$ cat src/rtl/vga_frame_reader.sv
// Scaled image display for the CPU's GPU read ports: 640x480@60 timing derived from the 50 MHz clock.
// Latency: address issued on pixel tick N; data and aligned syncs leave on tick N+1; every output is registered.
// No backpressure: the RAM and ROM answer at a fixed rate. Define DUAL_VIEW_EN for side-by-side ROM/RAM views.
module vga_frame_reader #(
    parameter int IMG_W      = 128,
    parameter int IMG_H      = 128,
    parameter int SCALE_LOG2 = 1,
    parameter int X0         = 192,
    parameter int Y0         = 112,
    parameter int X1         = 352
) (
    input  logic        clk,
    input  logic        rst,
    input  logic        sel_src,
    output logic [15:0] gpu_address,
    input  logic [7:0]  gpu_data_ram,
    input  logic [7:0]  gpu_data_rom,
    output logic        vga_clk,
    output logic        vga_hs,
    output logic        vga_vs,
    output logic        vga_blank_n,
    output logic        vga_sync_n,
    output logic [7:0]  vga_r,
    output logic [7:0]  vga_g,
    output logic [7:0]  vga_b,
    output logic        frame_start
);

    localparam logic [9:0] H_VIS  = 10'd640;
    localparam logic [9:0] H_SS   = 10'd656;
    localparam logic [9:0] H_SE   = 10'd752;
    localparam logic [9:0] H_LAST = 10'd799;
    localparam logic [9:0] V_VIS  = 10'd480;
    localparam logic [9:0] V_SS   = 10'd490;
    localparam logic [9:0] V_SE   = 10'd492;
    localparam logic [9:0] V_LAST = 10'd524;

    localparam logic [9:0]  XA_BEG   = 10'(X0);
    localparam logic [9:0]  XA_END   = 10'(X0 + (IMG_W << SCALE_LOG2));
    localparam logic [9:0]  XB_BEG   = 10'(X1);
    localparam logic [9:0]  XB_END   = 10'(X1 + (IMG_W << SCALE_LOG2));
    localparam logic [9:0]  Y_BEG    = 10'(Y0);
    localparam logic [9:0]  Y_END    = 10'(Y0 + (IMG_H << SCALE_LOG2));
    localparam logic [15:0] ROW_STEP = 16'(IMG_W);
    localparam logic [7:0]  SUB_MAX  = 8'((1 << SCALE_LOG2) - 1);

`ifdef DUAL_VIEW_EN
    localparam bit DUAL = 1'b1;
`else
    localparam bit DUAL = 1'b0;
`endif

    logic        pix_en;
    logic [9:0]  hcnt, vcnt, h_next, v_next;
    logic        h_last, v_last;
    logic [15:0] x_img, row_base;
    logic [7:0]  x_sub, y_sub;
    logic        sel_lat;
    logic        in_a_x, in_b_x, in_y, in_region, x_restart;
    logic        visible, hs_raw, vs_raw;
    logic        hs_d, vs_d, blank_d, reg_d, tag_d;
    logic [7:0]  pix_sel, gray;

    // Raw timing decode for the pixel currently addressed by hcnt/vcnt.
    always_comb begin
        h_last    = (hcnt == H_LAST);
        v_last    = (vcnt == V_LAST);
        h_next    = h_last ? 10'd0 : hcnt + 10'd1;
        v_next    = v_last ? 10'd0 : vcnt + 10'd1;
        in_a_x    = (hcnt >= XA_BEG) && (hcnt < XA_END);
        // View B wins where the two views overlap, since x_img restarts at X1.
        in_b_x    = DUAL && (hcnt >= XB_BEG) && (hcnt < XB_END);
        in_y      = (vcnt >= Y_BEG) && (vcnt < Y_END);
        in_region = in_y && (in_a_x || in_b_x);
        x_restart = (h_next == XA_BEG) || (DUAL && (h_next == XB_BEG));
        visible   = (hcnt < H_VIS) && (vcnt < V_VIS);
        hs_raw    = !((hcnt >= H_SS) && (hcnt < H_SE));
        vs_raw    = !((vcnt >= V_SS) && (vcnt < V_SE));
`ifdef DUAL_VIEW_EN
        pix_sel   = tag_d ? gpu_data_ram : gpu_data_rom;
`else
        pix_sel   = sel_lat ? gpu_data_rom : gpu_data_ram;
`endif
    end

    // Pixel-tick generator, raster counters, frame pulse and per-frame source latch.
    always_ff @(posedge clk) begin
        if (rst) begin
            pix_en      <= 1'b0;
            vga_clk     <= 1'b0;
            hcnt        <= 10'd0;
            vcnt        <= 10'd0;
            frame_start <= 1'b0;
            sel_lat     <= 1'b0;
        end else begin
            pix_en      <= ~pix_en;
            vga_clk     <= pix_en;
            frame_start <= pix_en && (hcnt == 10'd0) && (vcnt == 10'd0);
            if (pix_en) begin
                hcnt <= h_next;
                if (h_last)
                    vcnt <= v_next;
                if ((hcnt == 10'd0) && (vcnt == 10'd0))
                    sel_lat <= sel_src;
            end
        end
    end

    // Incremental image coordinates: x_img/row_base always describe the current hcnt/vcnt.
    always_ff @(posedge clk) begin
        if (rst) begin
            x_img       <= 16'd0;
            x_sub       <= 8'd0;
            row_base    <= 16'd0;
            y_sub       <= 8'd0;
            gpu_address <= 16'd0;
        end else if (pix_en) begin
            if (x_restart) begin
                x_img <= 16'd0;
                x_sub <= 8'd0;
            end else if (x_sub == SUB_MAX) begin
                x_sub <= 8'd0;
                x_img <= x_img + 16'd1;
            end else begin
                x_sub <= x_sub + 8'd1;
            end
            if (h_last) begin
                if (v_next == Y_BEG) begin
                    row_base <= 16'd0;
                    y_sub    <= 8'd0;
                end else if (y_sub == SUB_MAX) begin
                    y_sub    <= 8'd0;
                    row_base <= row_base + ROW_STEP;
                end else begin
                    y_sub    <= y_sub + 8'd1;
                end
            end
            gpu_address <= in_region ? (row_base + x_img) : 16'd0;
        end
    end

    // Two-stage output pipeline: stage 1 tracks the issued address, stage 2 meets the returned data.
    always_ff @(posedge clk) begin
        if (rst) begin
            hs_d        <= 1'b1;
            vs_d        <= 1'b1;
            blank_d     <= 1'b0;
            reg_d       <= 1'b0;
            tag_d       <= 1'b0;
            vga_hs      <= 1'b1;
            vga_vs      <= 1'b1;
            vga_blank_n <= 1'b0;
            gray        <= 8'd0;
        end else if (pix_en) begin
            hs_d        <= hs_raw;
            vs_d        <= vs_raw;
            blank_d     <= visible;
            reg_d       <= in_region;
            tag_d       <= in_b_x;
            vga_hs      <= hs_d;
            vga_vs      <= vs_d;
            vga_blank_n <= blank_d;
            gray        <= (reg_d && blank_d) ? pix_sel : 8'd0;
        end
    end

    assign vga_r      = gray;
    assign vga_g      = gray;
    assign vga_b      = gray;
    assign vga_sync_n = 1'b0;

endmodule
$ cat config.mk
export PLATFORM = sky130hd
export DESIGN_NAME = vga_frame_reader
export DESIGN_NICKNAME = d
export VERILOG_FILES = /design/src/rtl/vga_frame_reader.sv
export SDC_FILE = /design/constraint.sdc
export NUM_CORES = 1
export LEC_CHECK = 0
export ABC_AREA = 0
export CORE_UTILIZATION = 40
export CTS_CLUSTER_SIZE = 24
export DETAILED_ROUTE_END_ITERATION = 7
export DONT_BUFFER_PORTS = 1
export PLACE_DENSITY = 0.63
export SYNTH_ARGS = -nofsm -noshare
export SYNTH_HDL_FRONTEND = slang
export SYNTH_SLANG_ARGS = --single-unit
$ cat constraint.sdc
create_clock -name clk -period 2.5 [get_ports clk]
set_clock_uncertainty 0.2 [all_clocks]
set_input_delay 0.125 -clock clk [delete_from_list [all_inputs] [get_ports clk]]
set_output_delay 0.125 -clock clk [all_outputs]
set_load 0.05 [all_outputs]
==> run_results.csv <==
group,metric,value,unit
logic_synthesis,syn_area,5250,um^2
layout,stdcell_count,798,
logic_synthesis,syn_area_per_cell,8.37,um^2
logic_synthesis,ys_seq_area_share,36.6,%
logic_synthesis,syn_nets,666,
clock_tree,ctsHtreeMaxLevel,3,
global_route,grtUsageTotal,18.3,%
global_route,overflow,0,
logic_synthesis,ys_types,69,
power,internal_power,0.00239,W
layout,final_util,45.5,%
global_route,first_global_vias,4160,
job,maxCapViolCount,0,
layout,fill_cells,1250,
layout,syn_to_final_growth,10.3,%
place,io_buffer_count,0,
worst_setup_path,path_max_fanout,11,
timing,whs,0.254,ns
power,pwr-share-clk,44.5,%
route,drt_iter0_markers,273,
timing,fin_crit_sh,94.7,%
clock_tree,cts_tree,"built",
route,ant_nets,0,
worst_setup_path,cpPeakStageDelay,0.44,ns
clock_tree,clk_path_buf_depth,2,
place,dp_cells,763,
power,leakage,2.19,nW
logic_synthesis,syn_inst,628,
logic_synthesis,synthArstFlopShare,0,%
floorplan,start_util,41.3,%
outcome,run_status,"completed",
route,wl_per_cell,14.6,um
floorplan,ios,65,
layout,nets,660,
logic_synthesis,yosys.area.top_type_share,36.6,%
route,num_vias,4382,
worst_setup_path,cpMaxStageDelayCell,"dfxtp_1",
floorplan,die_w,117,um
worst_setup_path,critPathBufInv,1,
worst_setup_path,start_kind,"flop",
clock_tree,clk_pin_slew,0.07,ns
layout,most-common-layout-cells,"dfxtp_1, nor2_1, nand2_1",
place,dpl.hpwl,7700,um
place,place_area,5290,um^2
power,swShare,23.7,%
worst_setup_path,critPathTopFamily,"compound AO/OA/AOI/OAI gates",
power,irDropWorstVdd,0.278,mV
layout,ff_latch_area,1920,um^2
floorplan,core_area,12700,um^2
layout,fin_area,5790,um^2
worst_setup_path,path_class,"reg -> reg",
worst_setup_path,cp_cell_sequence,"ha_1 -> and3_2 -> a21oi_1 -> a31o_2 -> nand4_1 -> buf_4 -> nand3_1 -> o311ai_1",
timing,finalHoldViolCount,0,
worst_setup_path,crit_required,2.56,ns
logic_synthesis,ys_ff_latch,96,
layout,drive_above_1_share,9.42,%
floorplan,die_height,117,um
timing,finalSetupTns,0,ns
logic_synthesis,synth_area_leaders,"dfxtp_1, nor2_1, ha_1",
power,seq_power_share,50.4,%
clock_tree,cts_buffers,9,
layout,multi_input_area,2940,um^2
clock_tree,cts_setup_buffers,0,
timing,rsz0062_at_grt,"false",
floorplan,fp-row-count,41,
floorplan,dieArea,13600,um^2
timing,slew_headroom,63.7,%
clock_tree,clk-insertion-delay-late,0.35,ns
global_route,grt_start_max_net_pins,53,
timing,tightest_slew,0.543,ns
global_route,grt_antenna_before_repair,0,
route,post-route-drc-count,0,
clock_tree,clkSinkCount,96,
logic_synthesis,synthFlopType,"dfxtp_1",
route,routed_wl,11700,um
logic_synthesis,synth_edf_count,0,
route,dr.pass1.iters,4,
layout,mostFrequentLayoutCell,"dfxtp_1",
power,switching_power,0.000742,W
route,avgViaCountPerCell,5.49,
global_route,grt_pass1_wl,19600,um
timing,max_freq,423,MHz
clock_tree,cts_root_buf,"clkbuf_16",
min_path,hp-class,"reg -> reg",
timing,setup-violations-final,0,
power,pwr-share-comb,5.1,%
worst_setup_path,arrival,2.42,ns
logic_synthesis,yosys.area.top_type,"dfxtp_1",
timing,drv_slew,0,
layout,antenna_cells,0,
worst_setup_path,cp-end-kind,"flop",
place,gp_congestion,0.843,
logic_synthesis,yosysWarningCount,0,
timing,fin_crit,2.37,ns
power,powerDensity,541,nW/um^2
==> flip-flops by register name, summed over array words and instances (netlist names) <==
name and count:
hcnt 10, vga_hs 1, x_sub 8, gpu_address 16
vga_clk 1, row_base 9, vga_blank_n 1, pix_en 1
frame_start 1, vga_vs 1, vcnt 10, reg_d 1
vga_b 8, sel_lat 1, vs_d 1, x_img 16
blank_d 1, hs_d 1, y_sub 8
==> worst min-delay path, cell delays in order, from the launching register on <==
cell and delay (ns):
dfxtp_1 0.33, nand2_1 0.04, o21ai_0 0.05
==> worst paths after layout <==
check / start / endpoint / slack [ns] / depth (start not counted)
max: hcnt[0] / x_sub[7] / 0.13 / 8
min: vga_b[2] / vga_b[2] / 0.25 / 2
max reg2reg: hcnt[0] / x_sub[7] / 0.13 / 8
min reg2reg: vga_b[2] / vga_b[2] / 0.25 / 2
==> routing by layer <==
metal / vias up / routed length [um] / GRT usage [%] / share of wire, %
met4: 0 / 183 / 6.84 / 1.6
met2: 94 / 5540 / 29.9 / 47
li1: 2202 / - / - / -
met3: 18 / 508 / 5.09 / 4.3
met1: 2068 / 5450 / 22.9 / 47
met5: - / 0 / 0 / 0
==> layout make-up <==
class	count	share of cell area, %
clock buffers	9	3.89
clock inverters	6	1.21
well taps	172	3.71
inverters	16	1.04
repair buffers	40	6.22
flip-flops and latches	96	33.2
multi-input cells	459	50.7
==> repair_timing <==
item                                    4_1_cts  5_1_grt
resized for setup                             0        2
hold endpoints to repair                     54        0
hold buffers                                 20        0
endpoints found under the setup margin        0        4
==> cell usage after synthesis, types with 2 or more instances <==
cell type / n
or2_2: 2
a21o_1: 3
nand4_1: 21
nand2b_1: 3
nand3_2: 2
nand3_1: 21
o22ai_1: 2
and4_1: 5
and3_1: 19
a31oi_1: 5
xor2_1: 15
buf_6: 4
mux2i_1: 15
ha_1: 19
nor2b_1: 3
a22oi_1: 3
o21ai_1: 4
dfxtp_1: 96
o211ai_1: 5
nand2_1: 61
nor3_1: 20
or4_1: 2
a22o_1: 15
buf_2: 16
buf_1: 3
or3_1: 5
nor4_1: 8
nor4b_1: 7
clkbuf_1: 15
xnor2_1: 21
buf_4: 19
nor4b_4: 2
inv_1: 16
nor2_1: 68
nor3b_1: 7
and2_1: 3
a211oi_1: 2
o21ai_0: 46
a21oi_1: 15
==> through the flow <==
stage | setup slack (ns) | power (W)
6_report | 0.134 | 0.00313
2_1_floorplan | 0.342 | 0.00170
3_5_place_dp | 0.126 | 0.00172
4_1_cts | 0.114 | 0.00317
3_3_place_gp | 0.227 | 0.00172
5_1_grt | 0.00537 | 0.00325
==> cells by family (layout without fill, tap and decap cells) <==
group	Yosys count	count (layout)	synth area share, %
buffers and inverters	73	71	7.53
XOR/XNOR	36	36	6.00
adder cells (fa/ha/maj)	19	19	4.52
AND/OR/NAND/NOR	270	270	27.6
AO/OA/AOI/OAI	118	118	14.8
flip-flops	96	96	36.6
other	1	1	0.0714
multiplexers	15	15	2.86
==> power groups by stage <==
| stage | Combinational (W) | Sequential (W) | Clock (W) |
|---|---|---|---|
| after floorplan | 0.000104 | 0.00160 | 0 |
| after global placement | 0.000108 | 0.00161 | 0 |
| after detailed placement | 0.000112 | 0.00161 | 0 |
| after CTS | 0.000158 | 0.00158 | 0.00143 |
| after global routing | 0.000177 | 0.00158 | 0.00149 |
| final | 0.000161 | 0.00158 | 0.00139 |
(Power assumes the default switching activity.)
